### src/rtl/muldiv_unit.sv
// muldiv_unit: iterative MULT/MULTU/DIV/DIVU unit with HI/LO registers and direct MTHI/MTLO writes.
module muldiv_unit #(
    parameter int WIDE = 32
) (
    input  logic            clk,
    input  logic            rst,
    input  logic            start,
    input  logic [1:0]      op,
    input  logic [WIDE-1:0] a,
    input  logic [WIDE-1:0] b,
    input  logic            we_hi,
    input  logic            we_lo,
    input  logic [WIDE-1:0] wd,
    output logic            busy,
    output logic            done,
    output logic            dz,
    output logic [WIDE-1:0] hi,
    output logic [WIDE-1:0] lo
);
    typedef enum logic [2:0] {IDLE, MUL, DIV, FIX, DONE} state_t;
    state_t            state_q, state_d;
    logic [5:0]        cnt_q, cnt_d;
    logic [2*WIDE-1:0] acc_q, acc_d;
    logic [WIDE-1:0]   opb_q, opb_d, hi_q, hi_d, lo_q, lo_d;
    logic              qneg_q, qneg_d, rneg_q, rneg_d, dz_q, dz_d, div_q, div_d;
    logic              accept;
    logic [WIDE-1:0]   mag_a, mag_b, fix_q, fix_r;
    logic [WIDE:0]     mul_sum, div_diff;
    logic [2*WIDE-1:0] fix_prod;
    assign busy = state_q inside {MUL, DIV, FIX};
    assign done = state_q == DONE;
    assign dz   = done && dz_q;
    assign hi   = hi_q;
    assign lo   = lo_q;
    // acc holds {partial product, multiplier} for MUL and {remainder, dividend/quotient} for DIV
    always_comb begin
        accept   = start && (state_q == IDLE || state_q == DONE);
        mag_a    = (op[0] && a[WIDE-1]) ? -a : a;
        mag_b    = (op[0] && b[WIDE-1]) ? -b : b;
        mul_sum  = {1'b0, acc_q[2*WIDE-1:WIDE]} + (acc_q[0] ? {1'b0, opb_q} : {(WIDE+1){1'b0}});
        div_diff = acc_q[2*WIDE-1:WIDE-1] - {1'b0, opb_q};
        fix_prod = qneg_q ? -acc_q : acc_q;
        fix_q    = dz_q ? {WIDE{1'b1}} : qneg_q ? -acc_q[WIDE-1:0] : acc_q[WIDE-1:0];
        fix_r    = rneg_q ? -acc_q[2*WIDE-1:WIDE] : acc_q[2*WIDE-1:WIDE];
        state_d  = state_q;
        cnt_d    = cnt_q;
        acc_d    = acc_q;
        opb_d    = opb_q;
        qneg_d   = qneg_q;
        rneg_d   = rneg_q;
        dz_d     = dz_q;
        div_d    = div_q;
        hi_d     = hi_q;
        lo_d     = lo_q;
        case (state_q)
            MUL, DIV: begin
                acc_d   = (state_q == MUL) ? {mul_sum, acc_q[WIDE-1:1]} :
                          div_diff[WIDE] ? {acc_q[2*WIDE-2:0], 1'b0} :
                          {div_diff[WIDE-1:0], acc_q[WIDE-2:0], 1'b1};
                cnt_d   = cnt_q + 6'd1;
                state_d = (cnt_q == 6'(WIDE - 1)) ? FIX : state_q;
            end
            FIX: begin
                state_d      = DONE;
                {hi_d, lo_d} = div_q ? {fix_r, fix_q} : fix_prod;
            end
            DONE:    state_d = IDLE;
            default: ;
        endcase
        if (accept) begin
            state_d = op[1] ? DIV : MUL;
            cnt_d   = 6'd0;
            acc_d   = {{WIDE{1'b0}}, mag_a};
            opb_d   = mag_b;
            qneg_d  = op[0] && (a[WIDE-1] ^ b[WIDE-1]);
            rneg_d  = op[0] && a[WIDE-1];
            dz_d    = op[1] && (b == '0);
            div_d   = op[1];
        end
        // divide-by-zero still runs the full iteration: the remainder then equals |a|, re-signed back to a
        hi_d = (!busy && we_hi) ? wd : hi_d;
        lo_d = (!busy && we_lo) ? wd : lo_d;
    end
    always_ff @(posedge clk or posedge rst) begin
        if (rst) begin
            state_q <= IDLE;
            cnt_q   <= '0;
            acc_q   <= '0;
            opb_q   <= '0;
            qneg_q  <= 1'b0;
            rneg_q  <= 1'b0;
            dz_q    <= 1'b0;
            div_q   <= 1'b0;
            hi_q    <= '0;
            lo_q    <= '0;
        end else begin
            state_q <= state_d;
            cnt_q   <= cnt_d;
            acc_q   <= acc_d;
            opb_q   <= opb_d;
            qneg_q  <= qneg_d;
            rneg_q  <= rneg_d;
            dz_q    <= dz_d;
            div_q   <= div_d;
            hi_q    <= hi_d;
            lo_q    <= lo_d;
        end
    end
endmodule

### config.mk
export PLATFORM = sky130hd
export DESIGN_NAME = muldiv_unit
export DESIGN_NICKNAME = d
export VERILOG_FILES = /design/src/rtl/muldiv_unit.sv
export SDC_FILE = /design/constraint.sdc
export NUM_CORES = 1
export LEC_CHECK = 0
export ABC_CLOCK_PERIOD_IN_PS = 7800
export CAP_MARGIN = 20
export CORE_UTILIZATION = 58
export DETAILED_ROUTE_END_ITERATION = 12
export PLACE_DENSITY_LB_ADDON = 0.05
export SLEW_MARGIN = 5
export SYNTH_ARGS = -nofsm -noshare
export SYNTH_HDL_FRONTEND = slang
export SYNTH_SLANG_ARGS = --single-unit
### constraint.sdc
create_clock -name clk -period 7.8 [get_ports clk]
set_input_delay 1.95 -clock clk [delete_from_list [all_inputs] [get_ports clk]]
set_output_delay 1.95 -clock clk [all_outputs]
set_load 0.1 [all_outputs]
# After elaboration in Yosys (flattened, before gate mapping)
# Cells that the tools add are included.
dict set report classes {
  n_mux 22
  reduce_logical 19
  n_eq_ne 6
  n_bitwise 1
  addsub 8
}
# op n
set ops {}
lappend ops {{64-bit 2-to-1 mux} 6}
lappend ops {{32-bit 2-to-1 mux} 10}
lappend ops {{32-bit negation} 4}
lappend ops {{64-bit negation} 1}
lappend ops {{32-bit by 32-bit adder with 33-bit output} 1}
lappend ops {{33-bit by 32-bit subtractor with 33-bit output} 1}
lappend ops {{32-bit logical NOT} 1}
lappend ops {{6-bit 2-to-1 mux} 2}
lappend ops {{3-bit case mux with 3 select lines} 1}
lappend ops {{1-bit logical AND} 8}
lappend ops {{6-bit by 1-bit adder with 6-bit output (second input constant)} 1}
lappend ops {{3-bit by 2-bit equality test with 1-bit output (second input constant)} 2}
lappend ops {{6-bit by 5-bit equality test with 1-bit output (second input constant)} 1}
lappend ops {{3-bit 2-to-1 mux} 2}
lappend ops {{2-bit nonzero test} 3}
lappend ops {{4-bit nonzero test} 1}
lappend ops {{3-bit by 1-bit equality test with 1-bit output (second input constant)} 1}
lappend ops {{3-bit equality test (second input constant)} 1}
lappend ops {{3-bit logical NOT} 1}
lappend ops {{3-bit inequality test (second input constant)} 1}
lappend ops {{3-bit nonzero test} 1}
lappend ops {{2-bit 2-to-1 mux} 1}
lappend ops {{2-bit AND reduction} 1}
lappend ops {{2-bit OR reduction} 1}
lappend ops {{other kinds (3)} 3}
dict set report word_totals {
  reg_bits 173
  input_bits 103
  wordCells 66
}

# Longest topological paths before layout
dict set report depth {
  ltp_word 6
  mapped_depth 14
  depth_no_buf 13
}

# Least setup slack after synthesis
# Ideal clock, no wire load.
dict set report synth_path {
  path_kind {input -> register}
  startpoint {input port b[8]}
  endpoint {register opb_q[30]}
  arrival_time_ps 4056
  stages 8
  setup_slack_ps 3611
  setup_ps 133
  cell_sequence {or4_1 -> nor4_1 -> nor4b_1 -> nand2_1 -> nor4_2 -> a21oi_1 -> xnor2_1 -> o21ai_0}
}
dict set report synth_between {
  elab_chain_len 2
}
# item line_no
set synth_lines {}
lappend synth_lines {{start: declaration} 10} ;# input logic [WIDE-1:0] b,
lappend synth_lines {{32-bit negation} 39} ;# mag_b = (op[0] && b[WIDE-1]) ? -b : b;
lappend synth_lines {{32-bit 2-to-1 mux} 39}
lappend synth_lines {{end signal: assignment} 100} ;# opb_q <= opb_d;
lappend synth_lines {{end: declaration} 24} ;# logic [WIDE-1:0] opb_q, opb_d, hi_q, hi_d, lo_q, lo_d;
# Every way passes these cells.
# A chain may end at the register's enable or synchronous reset.

# Worst setup path after layout
dict set report layout_path {
  startpoint {register state_q[1]}
  endpoint {output port busy}
}
dict set report layout_between {
  elab_chain_len 2
}
# item line_no
set layout_lines {}
lappend layout_lines {{start: declaration} 21} ;# state_t state_q, state_d;
lappend layout_lines {{start signal: assignment} 97} ;# state_q <= state_d;
lappend layout_lines {{3-bit by 1-bit equality test with 1-bit output / 3-bit by 2-bit equality test with 1-bit output (equally long branches)} 30} ;# assign busy = state_q inside {MUL, DIV, FIX};
lappend layout_lines {{3-bit nonzero test *} 30}
lappend layout_lines {{end: declaration} 14} ;# output logic busy,
# Every way passes the cells marked *; elsewhere a longest branch is shown, timed or not.

==> out/qor.yml <==
crit_path_cell_trace: "nor2_1, nor2_1, clkdlybuf4s50_1"
synth_edf_count: 0
die_x_um: 158
cts_root_buffer: "clkbuf_16"
whs_ns: 0.486
relSlewSlack: 0.272
pin_count: 170
fmax_mhz: 203
async_reset_ff_frac: 1.00
setup_tns_ns: 0
cts_tree: "yes"
worst_setup_path_start_kind: "flop"
yosysMostFrequentCell: "nand2_1"
ys.flop_type: "dfrtp_1"
worstMarginPinSlew_ns: 1.09
die_h_um: 158
hold_path_startpoint: "opb_q[21]"
synth_area_um2: 14100
synth-seq-cells: 173
wl_per_cell_um: 20.2
gr-total-overflow: 0
cts_hold_buffers: 0
hold_viol: 0
critPathRequiredTime_ns: 5.85
final_max_slew_viol_count: 0
cts_sinks: 173
period_needed_ns: 4.93
rr_worst_depth: 13
cts_buffers: 17
dp_hpwl_um: 33800
antenna_cells: 0
synth_top_area_share: 0.306
crit_path_max_fanout: 11
path_clk_slew_ns: 0.08
cap_violations: 0
port_buffers: 169
area_growth_pct: 17.2
postRouteAntennaNets: 0
grt_pass1_wl_um: 69600
cts-htree-levels: 4
dieArea_um2: 25000
initial_core_util: 0.597
core_um2: 23700
drc: 0
slowest_delay_ns: 1.26
finalNetCount: 2073
slowest_stage: "clkdlybuf4s50_1"
ys.warnings.count: 0
vias: 14200
criticalPathCategory: "reg -> out"
gp_congestion: 0.975
synth.top_cells.by_area: "dfrtp_1, xnor2_1, o21ai_0"
synth_cells: 1806
placementRows: 56
clock_skew_ns: 0.0135
avgSynthCellArea_um2: 7.83
via_per_inst: 6.34
cts_buffer_depth: 2
drive_gt1_frac: 0.0361
netlist-cell-type-count: 68
grt_max_degree: 68
end_kind: "output port"
drt_first_pass_iters: 5
post_cts_buffers: 0
seq_area_frac_synth: 0.306
rsz0062_at_grt: "false"
cp_common_cell: "nor2_1"
crit_arrival_ns: 2.98
status: "completed"
cp-startpoint: "state_q[1]"
post_cts_resized: 0
yosysTopAreaCell: "dfrtp_1"
hold_depth: 2
clock_latency_ns: 0.45
drtIter0Drc: 1222
setup-violations-final: 0
holdCritPathClass: "reg -> reg"
wl_um: 45000
post-route-period-util: 0.633
grt_antenna_before_repair: 0
grt_pass1_vias: 12900
track_usage: 0.361
timing.rr.start: "acc_q[31]"
synth_commonest_cells: "nand2_1, o21ai_0, dfrtp_1, nor2_1, a21oi_1"
synthesis.nets: 1980
layout by cell type, fill, tap and decap left out, drive strengths merged, types with 14 or more instances in the layout:
cell | netlist | final
a21o | 25 | 25
a21oi | 129 | 129
a22oi | 46 | 46
and2 | 14 | 14
buf | 11 | 15
clkbuf | 99 | 17
clkdlybuf4s50 | 0 | 169
dfrtp | 173 | 173
ha | 69 | 69
inv | 65 | 74
mux2i | 29 | 29
nand2 | 228 | 228
nand2b | 25 | 25
nand3 | 48 | 48
nand4 | 14 | 14
nor2 | 137 | 137
nor2b | 16 | 16
nor3 | 33 | 33
nor4 | 18 | 18
o211ai | 39 | 39
o21ai | 206 | 206
o22ai | 30 | 30
o31ai | 20 | 20
or3 | 16 | 16
xnor2 | 114 | 114
xor2 | 58 | 58
metrics by stage:
| step | setup slack [ns] | instance area [µm²] | util | cells |
|---|---|---|---|---|
| 2_1_floorplan | 1.16 | 14100 | - | 1806 |
| 6_report | 2.87 | 16600 | 0.700 | 2231 |
| 3_3_place_gp | 2.88 | 16000 | 0.674 | 2199 |
| 4_1_cts | 2.87 | 16600 | 0.700 | 2231 |
| 3_5_place_dp | 2.72 | 16000 | 0.674 | 2199 |
| 5_1_grt | 2.78 | 16600 | 0.700 | 2231 |
routing by layer:
metal  GRT usage  routed length [µm]  vias to the layer above
met3      0.0430                3070                       95
met4       0.141                1720                        0
met2       0.598               20900                      601
met1       0.481               19300                     6761
met5           0                   0                        -
li1            -                   -                     6695
critical path: cells and delay by family, from the launching register on:
family	cells	cell delay, ns
flops	1	0.55
simple gates	2	0.74
buf+inv	1	1.26
sequential cells by signal, summed over array words and instances, names as in the netlist:
register and cells:
acc_q 64, cnt_q 6, div_q 1, dz_q 1, hi 32, lo 32, opb_q 32, qneg_q 1
rneg_q 1, state_q 3
final timing paths:
kind / slack (ns) / endpoint
max: 2.87 / busy
min: 0.49 / opb_q[21]
max reg2reg: 3.10 / acc_q[32]
min reg2reg: 0.49 / opb_q[21]
max in group asynchronous: 4.59 / lo[27]
min in group asynchronous: 1.97 / opb_q[17]
cells by family (layout without fill, tap and decap cells):
logic type / Yosys count / after routing / synth area share
buffers and inverters: 175 / 281 / 0.0469
flip-flops: 173 / 173 / 0.306
XOR/XNOR: 172 / 172 / 0.107
AO/OA/AOI/OAI: 589 / 589 / 0.257
adder cells (fa/ha/maj): 72 / 72 / 0.0646
AND/OR/NAND/NOR: 594 / 594 / 0.197
multiplexers: 31 / 31 / 0.0221
final cells by class:
cell class                      count  area [µm²]
Sequential cell                   173        4330
Clock inverter                     15         190
Multi-Input combinational cell   1458        9190
Tap cell                          319         399
Inverter                           65         249
Timing Repair Buffer              184        1800
Clock buffer                       17         425
Fill cell                        2027        7100
Power is not shown: default switching activity piles up to over one toggle a cycle in this logic, so the estimate is an artifact.
